<file path="src/rtl/ctrl_pkg.sv">
// Shared opcode, state, ALUOp and PCSrc encodings for the multi-cycle
// MIPS-subset control unit and its datapath.
package ctrl_pkg;

  localparam logic [5:0] OP_ADD  = 6'b000000;
  localparam logic [5:0] OP_SUB  = 6'b000001;
  localparam logic [5:0] OP_ADDI = 6'b000010;
  localparam logic [5:0] OP_OR   = 6'b010000;
  localparam logic [5:0] OP_AND  = 6'b010001;
  localparam logic [5:0] OP_ORI  = 6'b010010;
  localparam logic [5:0] OP_SLT  = 6'b011000;
  localparam logic [5:0] OP_SW   = 6'b100110;
  localparam logic [5:0] OP_LW   = 6'b100111;
  localparam logic [5:0] OP_BEQ  = 6'b110000;
  localparam logic [5:0] OP_BNE  = 6'b110001;
  localparam logic [5:0] OP_J    = 6'b111000;
  localparam logic [5:0] OP_HALT = 6'b111111;

  typedef enum logic [2:0] {
    S_IF   = 3'b000,
    S_ID   = 3'b001,
    S_EXE  = 3'b010,
    S_MEM  = 3'b011,
    S_WB   = 3'b100,
    S_HALT = 3'b111
  } state_t;

  localparam logic [2:0] ALU_ADD = 3'b000;
  localparam logic [2:0] ALU_SUB = 3'b001;
  localparam logic [2:0] ALU_OR  = 3'b011;
  localparam logic [2:0] ALU_AND = 3'b100;
  localparam logic [2:0] ALU_SLT = 3'b110;

  localparam logic [1:0] PC_SEQ = 2'b00;
  localparam logic [1:0] PC_BR  = 2'b01;
  localparam logic [1:0] PC_JMP = 2'b10;

  typedef enum logic [2:0] {
    C_ALU,
    C_LW,
    C_SW,
    C_BR,
    C_J,
    C_HALT,
    C_BAD
  } op_class_t;

  typedef struct packed {
    logic       pc_wre;
    logic       ir_wre;
    logic       ext_sel;
    logic       alu_src_b;
    logic [2:0] alu_op;
    logic       reg_dst;
    logic       reg_wre;
    logic       db_data_src;
    logic       m_rd;
    logic       m_wr;
    logic [1:0] pc_src;
  } ctrl_t;

  function automatic op_class_t op_class(input logic [5:0] op);
    op_class_t c;
    unique case (op)
      OP_ADD, OP_SUB, OP_ADDI,
      OP_OR, OP_AND, OP_ORI,
      OP_SLT:         c = C_ALU;
      OP_LW:          c = C_LW;
      OP_SW:          c = C_SW;
      OP_BEQ, OP_BNE: c = C_BR;
      OP_J:           c = C_J;
      OP_HALT:        c = C_HALT;
      default:        c = C_BAD;
    endcase
    return c;
  endfunction

endpackage

</file>
<file path="src/rtl/ctrl_decode.sv">
// Combinational map from (state, opcode, zero) to the datapath control
// bundle; run low suppresses every enable.
module ctrl_decode
  import ctrl_pkg::*;
#(
  parameter int OPW = 6
) (
  input  logic           run,
  input  state_t         state,
  input  logic [OPW-1:0] opcode,
  input  logic           zero,
  output ctrl_t          ctrl
);

  op_class_t cls;
  logic      taken;

  assign cls   = op_class(opcode);
  assign taken = (opcode == OP_BEQ && zero) ||
                 (opcode == OP_BNE && !zero);

  always_comb begin
    ctrl         = '0;
    ctrl.ext_sel = 1'b1;
    ctrl.alu_op  = ALU_ADD;
    ctrl.pc_src  = PC_SEQ;

    unique case (opcode)
      OP_ADD: ctrl.reg_dst = 1'b1;
      OP_SUB: begin
        ctrl.reg_dst = 1'b1;
        ctrl.alu_op  = ALU_SUB;
      end
      OP_ADDI: ctrl.alu_src_b = 1'b1;
      OP_OR: begin
        ctrl.reg_dst = 1'b1;
        ctrl.alu_op  = ALU_OR;
        ctrl.ext_sel = 1'b0;
      end
      OP_AND: begin
        ctrl.reg_dst = 1'b1;
        ctrl.alu_op  = ALU_AND;
        ctrl.ext_sel = 1'b0;
      end
      OP_ORI: begin
        ctrl.alu_src_b = 1'b1;
        ctrl.alu_op    = ALU_OR;
        ctrl.ext_sel   = 1'b0;
      end
      OP_SLT: begin
        ctrl.reg_dst = 1'b1;
        ctrl.alu_op  = ALU_SLT;
      end
      OP_SW: ctrl.alu_src_b = 1'b1;
      OP_LW: begin
        ctrl.alu_src_b   = 1'b1;
        ctrl.db_data_src = 1'b1;
      end
      OP_BEQ, OP_BNE: ctrl.alu_op = ALU_SUB;
      default: ;
    endcase

    // PC advances only in the last phase of each instruction
    unique case (1'b1)
      state == S_IF: ctrl.ir_wre = 1'b1;
      state == S_ID:
        ctrl.pc_wre = (cls == C_J) || (cls == C_BAD);
      state == S_EXE: begin
        ctrl.pc_wre = (cls == C_BR);
        if (taken) ctrl.pc_src = PC_BR;
      end
      state == S_MEM: begin
        ctrl.pc_wre = (cls == C_SW);
        ctrl.m_rd   = (cls == C_LW);
        ctrl.m_wr   = (cls == C_SW);
      end
      state == S_WB: begin
        ctrl.pc_wre  = 1'b1;
        ctrl.reg_wre = 1'b1;
      end
      default: ;
    endcase

    if (cls == C_J) ctrl.pc_src = PC_JMP;

    if (!run) begin
      ctrl.pc_wre  = 1'b0;
      ctrl.ir_wre  = 1'b0;
      ctrl.reg_wre = 1'b0;
      ctrl.m_rd    = 1'b0;
      ctrl.m_wr    = 1'b0;
      ctrl.pc_src  = PC_SEQ;
    end
  end

endmodule

</file>
<file path="src/rtl/multicycle_ctrl.sv">
// Multi-cycle control unit: instruction phase register and next-state
// logic; all controls come from ctrl_decode.
module multicycle_ctrl
  import ctrl_pkg::*;
#(
  parameter int OPW    = 6,
  parameter int ALUOPW = 3
) (
  input  logic              CLK,
  input  logic              Reset,
  input  logic [OPW-1:0]    opcode,
  input  logic              zero,
  output logic              PCWre,
  output logic              IRWre,
  output logic              ExtSel,
  output logic              ALUSrcB,
  output logic [ALUOPW-1:0] ALUOp,
  output logic              RegDst,
  output logic              RegWre,
  output logic              DBDataSrc,
  output logic              mRD,
  output logic              mWR,
  output logic [1:0]        PCSrc,
  output logic [2:0]        state
);

  state_t    st;
  state_t    st_nxt;
  op_class_t cls;
  ctrl_t     ctrl;

  assign cls = op_class(opcode);

  always_ff @(posedge CLK or negedge Reset) begin
    if (!Reset) st <= S_IF;
    else        st <= st_nxt;
  end

  always_comb begin
    st_nxt = S_IF;
    unique case (st)
      S_IF: st_nxt = S_ID;
      S_ID: begin
        if (cls == C_HALT)
          st_nxt = S_HALT;
        else if (cls == C_J || cls == C_BAD)
          st_nxt = S_IF;
        else
          st_nxt = S_EXE;
      end
      S_EXE: begin
        if (cls == C_BR)
          st_nxt = S_IF;
        else if (cls == C_LW || cls == C_SW)
          st_nxt = S_MEM;
        else
          st_nxt = S_WB;
      end
      S_MEM:
        st_nxt = (cls == C_LW) ? S_WB : S_IF;
      S_WB:   st_nxt = S_IF;
      S_HALT: st_nxt = S_HALT;
      default: st_nxt = S_IF;
    endcase
  end

  ctrl_decode #(
    .OPW(OPW)
  ) u_decode (
    .run   (Reset),
    .state (st),
    .opcode(opcode),
    .zero  (zero),
    .ctrl  (ctrl)
  );

  assign PCWre     = ctrl.pc_wre;
  assign IRWre     = ctrl.ir_wre;
  assign ExtSel    = ctrl.ext_sel;
  assign ALUSrcB   = ctrl.alu_src_b;
  assign ALUOp     = ctrl.alu_op;
  assign RegDst    = ctrl.reg_dst;
  assign RegWre    = ctrl.reg_wre;
  assign DBDataSrc = ctrl.db_data_src;
  assign mRD       = ctrl.m_rd;
  assign mWR       = ctrl.m_wr;
  assign PCSrc     = ctrl.pc_src;
  assign state     = st;

endmodule
</file>
<file path="config.mk">
export PLATFORM = sky130hd
export DESIGN_NAME = multicycle_ctrl
export DESIGN_NICKNAME = d
export VERILOG_FILES = /design/src/rtl/ctrl_pkg.sv /design/src/rtl/ctrl_decode.sv /design/src/rtl/multicycle_ctrl.sv
export SDC_FILE = /design/constraint.sdc
export NUM_CORES = 1
export LEC_CHECK = 0
export CORE_MARGIN = 2
export CORE_UTILIZATION = 38
export DETAILED_ROUTE_END_ITERATION = 8
export PLACE_DENSITY = 0.78
export SLEW_MARGIN = 30
export SYNTH_ARGS = -nofsm -noshare
export SYNTH_HDL_FRONTEND = slang
export SYNTH_SLANG_ARGS = --single-unit
</file>
<file path="constraint.sdc">
create_clock -name CLK -period 4.4 [get_ports CLK]
set_clock_uncertainty 0.1 [all_clocks]
set_input_delay 1.32 -clock CLK [delete_from_list [all_inputs] [get_ports CLK]]
set_output_delay 1.32 -clock CLK [all_outputs]
set_load 0.01 [all_outputs]
</file>
==> results of run 1 <==
-- worst max-delay path, cell delays in order --
cell             delay [ps]
clkdlybuf4s50_1         450
buf_6                   150
buf_4                   150
a2111o_1                410
clkdlybuf4s50_1         480
-- layer usage --
layer / routed length [µm] / global-route usage [%] / vias to the layer above
met5: 0 / 0 / -
met4: 0 / 10.0 / 0
met3: 80 / 5.53 / 0
met2: 1010 / 38.2 / 22
met1: 920 / 29.8 / 390
li1: - / - / 378
-- worst paths after layout --
kind,cells past startpoint,to,from,slack (ps)
max in group asynchronous,2,state[1],Reset,2760
max reg2reg,3,state[1],state[0],3030
max,5,ExtSel,opcode[0],20
min reg2reg,2,state[1],state[1],610
min in group asynchronous,2,state[0],Reset,1340
min,2,state[1],state[1],610
-- timing repair --
action | CTS | global route
setup endpoints to repair | 11 | 5
pin swaps | 3 | 0
resized for setup | 21 | 8
-- kinds of logic after synthesis --
group / count (synthesis) / share of synthesized area (%)
AND/OR/NAND/NOR: 43 / 45.4
AO/OA/AOI/OAI: 21 / 29.1
buffers and inverters: 11 / 9.25
flip-flops: 3 / 13.2
XOR/XNOR: 2 / 3.08
-- synth_stat cells, drive strengths merged (3+ instances only) --
cell type / number
buf: 7
dfrtp: 3
nand2: 5
nand4b: 3
nor4: 4
nor3: 5
nor3b: 5
nand3: 3
nand2b: 4
a21oi: 7
nor2: 6
-- area by class of cell --
type	count	area share (%)
multi-input combinational	66	48.2
timing repair buffer	44	39.1
clock buffer	4	2.62
inverter	2	0.747
sequential	3	7.47
tap	15	1.87
-- cell usage in the layout (no fill, tap or decap), types with 4 or more instances in the layout --
cell type,instances
a21oi_1,5
buf_4,16
clkdlybuf4s50_1,10
dlygate4sd2_1,11
nand2_1,5
nor2_1,5
nor3_1,5
nor3b_1,4
-- power by group --
| group | switching, mW | internal [mW] | total (mW) |
|---|---|---|---|
| Clock | 0.0177 | 0.0342 | 0.0519 |
| Sequential | 0.0272 | 0.0354 | 0.0627 |
| Combinational | 0.0622 | 0.0741 | 0.136 |
| Total | 0.107 | 0.144 | 0.251 |
==> results_dict.tcl, run 1 <==
set metrics [dict create \
    cp.arrival_ps 2960 \
    tightest_slew_ps 417 \
    die_w_um 42.7 \
    antenna_left 0 \
    fmax_mhz 228 \
    io_pins 26 \
    ys_warn_count 0 \
    cp-start-kind "input port" \
    wire_per_inst_um 15.0 \
    dpl.hpwl_mm 1.46 \
    async_flop_share_pct 100 \
    crit_path_end_kind "output pin" \
    core_area_um2 1350 \
    start_util_pct 42.1 \
    synth.area.top_cells "dfrtp_1 (13%), nor3b_1 (6.6%), a21oi_1 (6.2%)" \
    grt_usage_pct 23.7 \
    place_ws_ps -406 \
    grt_pass1_vias 788 \
    die_area_um2 1820 \
    synth_fp_nets 89 \
    row_count 13 \
    synth_cell_type_count 35 \
    min_period_over_period_pct 99.5 \
    fill_cells 109 \
    path_clk_slew_ps 40 \
    setup_violations 0 \
    ys_seq_area_share_pct 13.2 \
    syn_area_um2 568 \
    clockBufferDepth 2 \
    synth-seq-cells 3 \
    first_pass_iters 4 \
    relSlewSlack_pct 72.2 \
    post_cts_buffers 0 \
    final_hold_viol_count 0 \
    grt_max_degree 15 \
    crit_required_ps 2980 \
    yosys.area.top_type_share_pct 13.2 \
    cts_hold_buf 0 \
    gp_congestion 0.853 \
    hold_path.class "reg2reg" \
    dpl.cell_count 130 \
    maxSlewViolCount 0 \
    yosysTopAreaCell "dfrtp_1" \
    first_iter_violations 15 \
    numClockSinks 3 \
    power.total_mw 0.251 \
    power-per-cell-area_nw_per_um2 250 \
    final_core_util_pct 74.4 \
    drc 0 \
    drive_above_1_share_pct 28.6 \
    cellLeakagePower_nw 0.472 \
    die_h_um 42.7 \
    io_buffers 25 \
    antenna_cells 0 \
    final-instance-count-excl-fill 134 \
    numCtsBuffers 3 \
    peakVddDrop_mv 0.182 \
    post-route-min-period_ps 4380 \
    clk_latency_ps 240 \
    synthFlopType "dfrtp_1" \
    largest_register_ffs 3 \
    multiInputGateArea_um2 484 \
    syn_to_final_growth_pct 76.9 \
    postSynthAreaPerCell_um2 7.10 \
    antenna_found_initial 0 \
    tns_ps 0 \
    grt_pass1_wl_mm 3.37 \
    h-tree-depth 1 \
    final_area_um2 1000 \
    drv_cap 0 \
    via_count 790 \
    tritoncts "done" \
    path_class "in2out" \
    synth_edf_count 0 \
    grt_overflow_total 0 \
    fin_ws_ps 22.4 \
    cp_max_fo 6 \
    finalNetCount 129 \
    cts_root_buffer "clkbuf_4" \
    wl_mm 2.01 \
    placed_area_um2 935 \
    routed_via_density 5.90 \
    status "finished, final reports clean" \
    final-seq-area_um2 75.1 \
    syn_inst 80 \
    whs_ps 614 \
]
(Power assumes the default switching activity.)
==> inputs of run 2 (changes only) <==
- CORE_UTILIZATION: 38 -> 43
- CTS_BUF_LIST: unset -> sky130_fd_sc_hd__clkbuf_16
- PLACE_DENSITY: 0.78 -> 0.87
==> results_dict.tcl, run 2 (synthesis results as in run 1) <==
set metrics [dict create \
    start_util_pct 44.8 \
    finalNetCount 133 \
    mostFrequentLayoutCells "buf_4 (21), dlygate4sd2_1 (12), clkdlybuf4s50_1 (11)" \
    cp-start-kind "input port" \
    drive_above_1_share_pct 32.5 \
    setup_violations 0 \
    wire_per_inst_um 18.0 \
    h-tree-depth 1 \
    numCtsBuffers 3 \
    clockBufferDepth 2 \
    syn_to_final_growth_pct 91.6 \
    antenna_left 0 \
    final-instance-count-excl-fill 138 \
    first_iter_violations 33 \
    place_ws_ps -305 \
    power.total_mw 0.350 \
    dpl.hpwl_mm 1.56 \
    rsz0062_at_grt "no" \
    dpl.cell_count 132 \
    tritoncts "done" \
    relSlewSlack_pct 73.0 \
    cts_root_buffer "clkbuf_16" \
    clk_latency_ps 220 \
    cp_max_fo 11 \
    grt_max_degree 15 \
    tns_ps 0 \
    grt_overflow_total 0 \
    fin_ws_ps 114 \
    die_w_um 40.3 \
    post-route-min-period_ps 4290 \
    row_count 13 \
    drv_cap 0 \
    peakVddDrop_mv 0.253 \
    cp.arrival_ps 2870 \
    die_area_um2 1630 \
    core_area_um2 1270 \
    cts_hold_buf 0 \
    status "finished, final reports clean" \
    crit_path_end_kind "output pin" \
    io_buffers 25 \
    cellLeakagePower_nw 0.479 \
    largest_register_ffs 3 \
    drc 0 \
    antenna_cells 0 \
    grt_usage_pct 32.7 \
    antenna_found_initial 0 \
    first_pass_iters 4 \
    path_class "in2out" \
    hold_path.class "reg2reg" \
    crit_required_ps 2980 \
    path_clk_slew_ps 30 \
    wl_mm 2.48 \
    fill_cells 74 \
    via_count 861 \
    die_h_um 40.3 \
    fmax_mhz 233 \
    tightest_slew_ps 405 \
    power-per-cell-area_nw_per_um2 321 \
    numClockSinks 3 \
    io_pins 26 \
    grt_pass1_wl_mm 3.48 \
    grt_pass1_vias 707 \
    final_common_cell "buf_4" \
    final_core_util_pct 85.8 \
    final_hold_viol_count 0 \
    routed_via_density 6.24 \
    maxSlewViolCount 0 \
    min_period_over_period_pct 97.4 \
    gp_congestion 0.798 \
]
==> run 2: layout make-up <==
type,instances,area [µm²],share of cell area (%)
Tap cell,15,18.8,1.72
Multi-Input combinational cell,66,503,46.2
Sequential cell,3,75.1,6.90
Timing Repair Buffer,48,405,37.2
Clock buffer,3,75.1,6.90
Clock inverter,1,3.75,0.345
Inverter,2,7.51,0.690
==> run 2: final timing paths <==
| path | slack, ps | cells after the start | from | endpoint |
|---|---|---|---|---|
| worst min register to register | 650 | 2 | state[1] | state[1] |
| max in group asynchronous | 2710 | 2 | Reset | state[2] |
| min in group asynchronous | 1380 | 2 | Reset | state[0] |
| worst max register to register | 3010 | 3 | state[0] | state[1] |
| worst min-delay path | 650 | 2 | state[1] | state[1] |
| worst max-delay path | 110 | 7 | opcode[5] | PCWre |
==> run 2: metrics by stage <==
step,hold slack [ps],area [µm²]
after floorplan,523,568
after global placement,577,950
after detailed placement,592,950
after CTS,628,1090
after global routing,638,1090
final,647,1090
==> run 2: routing by layer <==
layer	vias to the layer above	part of all wire [%]	GRT usage (%)
met1	417	44	41.4
met4	0	2.7	15.8
met3	10	4.9	6.11
li1	394	-	-
met5	-	0	0
met2	40	49	52.4
==> run 2: worst max-delay path, cell delays in order <==
cell and delay, ps:
clkdlybuf4s50_1 410, buf_6 160, nor4_4 280, a21oi_2 80
nor4b_2 170, o31a_1 300, buf_2 140
==> run 2: power breakdown <==
part	total [mW]	leakage, nW	internal, mW	switching, mW
logic	0.143	0.397	0.0757	0.0674
registers	0.0619	0.0391	0.0355	0.0264
clock network	0.145	0.0423	0.117	0.0276
total	0.350	0.479	0.229	0.121
==> run 2: what timing repair did <==
item	in CTS	in global routing
hold endpoints to repair	0	0
endpoints found under the setup margin	12	2
setup buffers	1	1
resized for setup	29	4
pin swaps	3	4
